**config.mk**
```make
export PLATFORM = sky130hd
export DESIGN_NAME = mul_datapath
export DESIGN_NICKNAME = d
export VERILOG_FILES = /design/src/rtl/mul_datapath.sv
export SDC_FILE = /design/constraint.sdc
export NUM_CORES = 1
export LEC_CHECK = 0
export ABC_AREA = 1
export CAP_MARGIN = 20
export CORE_ASPECT_RATIO = 1.2
export CORE_MARGIN = 3
export CORE_UTILIZATION = 49
export DETAILED_ROUTE_END_ITERATION = 12
export PLACE_DENSITY = 0.79
export RECOVER_POWER = 25
export SLEW_MARGIN = 10
export SYNTH_ARGS = -nofsm -noshare
export SYNTH_HDL_FRONTEND = slang
export SYNTH_SLANG_ARGS = --single-unit
```
**constraint.sdc**
```tcl
create_clock -name clk -period 2 [get_ports clk]
set_clock_uncertainty 0.15 [all_clocks]
set_input_delay 0.3 -clock clk [delete_from_list [all_inputs] [get_ports clk]]
set_output_delay 0.3 -clock clk [all_outputs]
set_load 0.005 [all_outputs]
```
**src/rtl/mul_datapath.sv**
```systemverilog
// Shift-and-add multiplier datapath that executes micro-op strobes t1..t9 from its controller; there is no backpressure.
// Every micro-op takes effect on the next rising edge; x/y are combinational from state, and done follows t8 by one cycle.
module mul_datapath #(
  parameter int WIDTH = 8
) (
  input  logic               clk,
  input  logic               res,
  input  logic               t1,
  input  logic               t2,
  input  logic               t3,
  input  logic               t4,
  input  logic               t5,
  input  logic               t6,
  input  logic               t7,
  input  logic               t8,
  input  logic               t9,
  input  logic [WIDTH-1:0]   din_a,
  input  logic [WIDTH-1:0]   din_b,
  output logic               x,
  output logic               y,
  output logic [2*WIDTH-1:0] prod,
  output logic               done,
  output logic               err
);

  localparam int CNT_W = $clog2(WIDTH + 1);

  logic [WIDTH-1:0]   r_md;
  logic [WIDTH-1:0]   r_mq;
  logic [WIDTH:0]     r_acc;
  logic [CNT_W-1:0]   r_cnt;
  logic [2*WIDTH-1:0] r_prod;
  logic               r_done;
  logic               r_err;

  logic [WIDTH:0]     w_base;
  logic [WIDTH:0]     w_md_ext;
  logic [WIDTH:0]     w_sum;
  logic [WIDTH-1:0]   w_mq_src;
  logic [WIDTH:0]     w_acc_nxt;
  logic [WIDTH-1:0]   w_mq_nxt;
  logic [CNT_W-1:0]   w_cnt_nxt;
  logic               w_cnt_zero;
  logic               w_err_set;

  assign w_base     = t5 ? '0 : r_acc;
  assign w_md_ext   = {1'b0, r_md};
  assign w_mq_src   = t4 ? din_b : r_mq;
  assign w_cnt_zero = (r_cnt == '0);

  // Add and subtract requested together cancel out; the conflict is flagged below.
  always_comb begin
    w_sum = w_base;
    if (t1 && !t9) begin
      w_sum = w_base + w_md_ext;
    end else if (t9 && !t1) begin
      w_sum = w_base - w_md_ext;
    end
  end

  always_comb begin
    w_acc_nxt = w_sum;
    w_mq_nxt  = w_mq_src;
    if (t2) begin
      w_acc_nxt = {1'b0, w_sum[WIDTH:1]};
      w_mq_nxt  = {w_sum[0], w_mq_src[WIDTH-1:1]};
    end
  end

  always_comb begin
    w_cnt_nxt = r_cnt;
    if (t6) begin
      w_cnt_nxt = CNT_W'(WIDTH);
    end else if (t7) begin
      w_cnt_nxt = r_cnt - 1'b1;
    end
  end

  assign w_err_set = (t1 && t9) || (t6 && t7) || (!t6 && t7 && w_cnt_zero);

  always_ff @(posedge clk or negedge res) begin
    if (!res) begin
      r_md   <= '0;
      r_mq   <= '0;
      r_acc  <= '0;
      r_cnt  <= '0;
      r_prod <= '0;
      r_done <= 1'b0;
      r_err  <= 1'b0;
    end else begin
      r_acc  <= w_acc_nxt;
      r_mq   <= w_mq_nxt;
      r_cnt  <= w_cnt_nxt;
      r_done <= t8;
      if (t3) begin
        r_md <= din_a;
      end
      if (t8) begin
        r_prod <= {r_acc[WIDTH-1:0], r_mq};
      end
      if (w_err_set) begin
        r_err <= 1'b1;
      end
    end
  end

  assign x    = r_mq[0];
  assign y    = w_cnt_zero;
  assign prod = r_prod;
  assign done = r_done;
  assign err  = r_err;

endmodule

```
==> results_dict.tcl, run 1 <==
set metrics [dict create \
    whs_endpoint "err$_DFFE_PN0P_" \
    finalMaxSlewViolations 0 \
    cts.sinks 47 \
    first_pass_iters 4 \
    numCtsBuffers 5 \
    grt.overflow.total 0 \
    insertedDiodeCount 0 \
    layout_commonest_cell "nand2_1" \
    hold_depth 2 \
    synthToLayoutAreaGrowth_pct 40.6 \
    drc 0 \
    vdd_ir_drop_max_mv 0.639 \
    grtUsageTotal 0.212 \
    hp-start "err$_DFFE_PN0P_" \
    worstSetupPathType "reg2reg" \
    viasPerCell 5.07 \
    placementRows 30 \
    ys_ff_latch 47 \
    ant_nets 0 \
    leakage_nw 2.05 \
    fin_ws_ps -4.85 \
    die_h_um 90.4 \
    ctsHtreeMaxLevel 2 \
    grt_pass1_vias 2749 \
    initial_core_util 0.510 \
    port_buffers 46 \
    ys_seq_area_frac 0.404 \
    clk_latency_ps 310 \
    cts.path.max_buffers 2 \
    fmax_ghz 0.499 \
    hold_class "reg2reg" \
    critPathRequiredTime_ps 2050 \
    die_w_um 76.4 \
    synth_area_per_cell_um2 8.07 \
    slew_headroom 0.215 \
    gp_congestion 0.945 \
    yosys_warnings 0 \
    drive_gt1_frac 0.292 \
    clockRootBuffer "clkbuf_8" \
    antenna_found_initial 0 \
    power.total_mw 2.96 \
    critPathArrivalTime_ps 2060 \
    cp-end-kind "flop" \
    fin_crit_ps 2000 \
    drt_iter0_drc 215 \
    vias 2716 \
    grt_pass1_wl_um 12100 \
    setup_viol 3 \
    r2r_slack_ps -5 \
    ys_types 34 \
    final_cell_mix "nand2_1, dfrtp_1, buf_4" \
    wl_per_cell_um 13.6 \
    rr_worst_depth 14 \
    rsz0062_at_grt "yes" \
    final_nets 497 \
    min_period_over_period 1.00 \
    routed_wl_um 7320 \
    netlist_instances 361 \
    die_area_um2 6910 \
    cts_tree "done" \
    r2r-start "r_acc[0]$_DFF_PN0_" \
    timing.rr.end "r_acc[4]$_DFF_PN0_" \
    violations "setup timing" \
    status "complete, but fails checks" \
    maxCapViolCount 0 \
    grt_max_degree 28 \
    coreArea_um2 5710 \
    io_pins 47 \
    finalHoldViolations 0 \
    hpwl_um 5250 \
    clk_pin_slew_ps 100 \
    p_per_area_nw_per_um2 723 \
    timing.critical_path.fanout_max 2 \
    syn-cell-area_um2 2910 \
    cp-start-kind "flop" \
    place_ws_ps -553 \
    synth_nets 403 \
    tightest_slew_ps 1180 \
]
stage by stage:
stage	setup TNS, ps	util	cells	hold WS (ps)	cell area [um^2]
after floorplan	0	-	361	-146	2910
after global placement	-3820	0.647	514	133	3690
after detailed placement	-4320	0.647	514	147	3690
after CTS	0	0.686	531	334	3910
after global routing	-752	0.717	536	373	4090
final	-6.71	0.717	536	330	4090
critical path: stages, from the launching register on:
cell,delay [ps]
dfrtp_1,350
inv_2,50
nor2_4,110
ha_4,160
inv_4,40
fa_2,360
inv_2,80
nand2_2,70
nand3_4,80
nand2_2,60
xor2_1,130
nand2_1,80
nand3_2,80
nand2_2,60
nand2_1,50
repair_timing:
item,CTS,global route
setup endpoints to repair,9,10
hold endpoints to repair,20,0
resized for setup,21,43
buffers inserted,8,5
hold buffers,1,0
pin swaps,6,25
state kept, by name, summed over array words and instances, names as in the netlist:
signal and cells:
r_acc 9, r_mq 8, r_cnt 4, prod 16, done 1, err 1
r_md 8
cells in the mapped netlist:
cell      instances  area (um^2)
nand4_1           3         18.8
buf_4             3         22.5
xnor2_1           1         8.76
fa_1              1         20.0
o21bai_1          1         7.51
xor2_1            3         26.3
mux2_2           15          169
nor3_1            1         5.00
o22ai_1           1         6.26
clkinv_1          1         3.75
inv_2             2         7.51
o21a_1            2         15.0
inv_1            46          173
a21oi_1          15         75.1
nand2_4           3         33.8
buf_8             1         15.0
nand2_2           6         37.5
buf_2             1         5.00
ha_1             14          175
buf_1             1         3.75
nor2_1           20         75.1
mux2i_1           8         80.1
o221ai_1          1         8.76
nand3_1          23          115
nand2_1         101          379
a21boi_2          1         11.3
clkbuf_1          3         11.3
nand3_4           2         35.0
dfrtp_1          47         1180
nor3b_1           1         7.51
nand3b_1          1         7.51
xor2_2            1         16.3
o21ai_0          30          150
nand3_2           1         10.0
layer usage:
| metal | GRT usage | up-vias | share of wire |
|---|---|---|---|
| met3 | 0.0289 | 9 | 0.037 |
| met5 | 0 | - | 0 |
| met4 | 0.0770 | 0 | 0.012 |
| met2 | 0.369 | 66 | 0.51 |
| met1 | 0.267 | 1297 | 0.44 |
| li1 | - | 1344 | - |
worst max path at each step:
stage / start / endpoint / slack, ps / depth (start not counted)
final: r_acc[0]$_DFF_PN0_ / r_acc[4]$_DFF_PN0_ / -5 / 14
after floorplan: t5 / r_acc[7]$_DFF_PN0_ / 60 / 15
after detailed placement: t5 / r_acc[7]$_DFF_PN0_ / -550 / 14
after CTS: r_acc[0]$_DFF_PN0_ / r_acc[7]$_DFF_PN0_ / 0.6 / 15
after global placement: t5 / r_acc[7]$_DFF_PN0_ / -480 / 15
after global routing: r_acc[0]$_DFF_PN0_ / r_acc[4]$_DFF_PN0_ / -130 / 14
cell type report:
cell class                 instances  area (um^2)
inverter                          49          189
clock buffer                       5         68.8
tap                               80          100
fill                             442         1610
timing repair buffer              96          831
multi-input combinational        256         1710
sequential                        47         1180
clock inverter                     3         20.0
report_power, final:
group / internal, mW / switching (mW) / leakage, nW / total (mW)
Combinational: 0.605 / 0.583 / 1.43 / 1.19
Clock: 0.244 / 0.336 / 0.0402 / 0.579
Sequential: 1.09 / 0.100 / 0.574 / 1.19
Total: 1.94 / 1.02 / 2.05 / 2.96
kinds of logic (layout without fill, tap and decap cells):
group	Yosys count	after routing	synth area share
compound gates	51	51	0.0941
xor+xnor	5	5	0.0176
fa+ha+maj	15	15	0.0670
buf+inv	58	153	0.0829
flops	47	47	0.404
mux	23	23	0.0855
simple gates	162	162	0.249
No activity file was read; power rests on OpenSTA's default activity.
==> run 2, diff against run 1 <==
--- a/config.mk
+++ b/config.mk
@@ -8,9 +8,10 @@
 export ABC_AREA = 1
 export CAP_MARGIN = 20
 export CORE_ASPECT_RATIO = 1.2
-export CORE_MARGIN = 3
+export CORE_MARGIN = 2
 export CORE_UTILIZATION = 49
 export DETAILED_ROUTE_END_ITERATION = 12
+export HOLD_SLACK_MARGIN = 0.05
 export PLACE_DENSITY = 0.79
 export RECOVER_POWER = 25
 export SLEW_MARGIN = 10
==> run 2 against run 1 <==
Compared with the run above:
- the flow still finishes with violations (setup timing)
- design area shrank 0.31%
- non-clock buffer count is the same
- clock-buffer cell count is the same
- via count shrank 0.99%
- global-route usage grew 3.2 points
- hold slack lost 6.8 ps
- fmax shrank 1.1%
- clock power grew 19%
- routed wire length grew 2.4%
- setup slack lost 22 ps
- combinational power is essentially flat
- cell count shrank 0.19%
- largest cell class unchanged
- highest routed layer unchanged
==> results_dict.tcl, run 2 (synthesis results as in run 1) <==
set metrics [dict create \
    violations "setup timing" \
    timing.critical_path.fanout_max 2 \
    port_buffers 46 \
    largest_register_ff_count 16 \
    grt.overflow.total 0 \
    setup_viol 3 \
    register_area_um2 1180 \
    grt_pass1_wl_um 12500 \
    cts_tree "done" \
    finalHoldViolations 0 \
    synthToLayoutAreaGrowth_pct 40.1 \
    fin_ws_ps -27.2 \
    numCtsBuffers 5 \
    cp-start-kind "flop" \
    grt_pass1_vias 2741 \
    clockRootBuffer "clkbuf_8" \
    rsz0062_at_grt "yes" \
    grt_max_degree 48 \
    die_h_um 88.4 \
    leakage_nw 2.05 \
    clk_pin_slew_ps 90 \
    dp_cells 516 \
    multi_input_area_um2 1690 \
    fillCellCount 441 \
    coreArea_um2 5710 \
    slew_headroom 0.242 \
    cts.path.max_buffers 2 \
    layout_commonest_cell "nand2_1" \
    initial_core_util 0.510 \
    placed_area_um2 3690 \
    critPathArrivalTime_ps 2070 \
    drt_iter0_drc 134 \
    vdd_ir_drop_max_mv 0.602 \
    critPathRequiredTime_ps 2040 \
    worstSetupPathType "reg2reg" \
    maxCapViolCount 0 \
    fmax_ghz 0.493 \
    viasPerCell 5.03 \
    placementRows 30 \
    drc 0 \
    min_period_over_period 1.01 \
    antenna_found_initial 0 \
    tightest_slew_ps 1140 \
    routed_wl_um 7490 \
    wl_per_cell_um 14.0 \
    final_nets 497 \
    ant_nets 0 \
    insertedDiodeCount 0 \
    grtUsageTotal 0.244 \
    vias 2689 \
    io_pins 47 \
    status "complete, but fails checks" \
    first_pass_iters 4 \
    final_area_um2 4080 \
    die_w_um 74.4 \
    die_area_um2 6580 \
    cp-end-kind "flop" \
    hold_class "reg2reg" \
    p_per_area_nw_per_um2 751 \
    fin_crit_ps 2030 \
    gp_congestion 0.964 \
    place_ws_ps -557 \
    clk_latency_ps 300 \
    cts.sinks 47 \
    instances_no_fill 535 \
    ctsHtreeMaxLevel 2 \
    drive_gt1_frac 0.284 \
    final_cell_mix "nand2_1, dfrtp_1, buf_4" \
    finalMaxSlewViolations 0 \
    hpwl_um 5500 \
]
==> run 2: cell count changes in the layout (fill, tap and decap cells not counted), moves of 2 or more <==
cell | previous run | this run
nand3_2 | 14 | 11
inv_2 | 8 | 10
nand3_1 | 9 | 13
buf_4 | 46 | 43
buf_6 | 0 | 2
o21ai_0 | 25 | 27
==> run 2: layer usage <==
| metal | vias up | GRT usage | share of wire | wire, um |
|---|---|---|---|---|
| li1 | 1342 | - | - | - |
| met1 | 1267 | 0.300 | 0.41 | 3090 |
| met2 | 63 | 0.444 | 0.54 | 4020 |
| met3 | 17 | 0.0273 | 0.025 | 190 |
| met4 | 0 | 0.0731 | 0.026 | 193 |
| met5 | - | 0 | 0 | 0 |
==> run 2: worst paths after layout <==
path	cells after the start	slack [ps]	start	endpoint
worst min-delay path	2	320	err$_DFFE_PN0P_	err$_DFFE_PN0P_
min in group asynchronous	3	700	res	r_mq[2]$_DFF_PN0_
worst min register to register	2	320	err$_DFFE_PN0P_	err$_DFFE_PN0P_
max in group asynchronous	3	310	res	r_md[3]$_DFFE_PN0P_
worst max-delay path	15	-30	r_acc[0]$_DFF_PN0_	r_acc[7]$_DFF_PN0_
worst max register to register	15	-30	r_acc[0]$_DFF_PN0_	r_acc[7]$_DFF_PN0_
==> run 2: repair_timing <==
item                       4_1_cts  5_1_grt
gates resized for setup         21       41
setup endpoints to repair       10        9
hold buffers                     1        0
hold endpoints to repair        47        0
buffers inserted                 3        8
pin swaps                       13       27
==> run 2: final cells by class <==
type / instances / share of cell area
inverters: 49 / 0.0457
well taps: 80 / 0.0245
flip-flops and latches: 47 / 0.288
clock inverters: 2 / 0.00920
clock buffers: 5 / 0.0169
repair buffers: 96 / 0.201
multi-input cells: 256 / 0.414
==> run 2: through the flow <==
stage | setup TNS, ps | hold slack (ps) | total power [mW] | utilization
global placement | -4080 | 272 | 2.21 | 0.648
floorplan | 0 | -146 | 1.74 | -
detailed placement | -4270 | 273 | 2.23 | 0.648
finish | -52.3 | 323 | 3.06 | 0.715
global route | -1170 | 382 | 3.26 | 0.715
CTS | -215 | 330 | 2.95 | 0.682
==> run 2: where the power goes <==
group	total (mW)	internal [mW]	switching (mW)
combinational	1.18	0.603	0.575
sequential	1.20	1.09	0.107
clock	0.688	0.366	0.322
==> run 2: critical path: stages, from the launching register on <==
cell     delay [ps]
dfrtp_1         360
inv_2            60
nor2_4           90
ha_2            180
inv_2            40
fa_2            360
inv_2            80
nand2_2          60
nand3_2          70
nand3_2          90
nand2_2          90
nand2_2          70
nand2_2          60
nand2_2          60
nand3_2          60
nand2_1          50
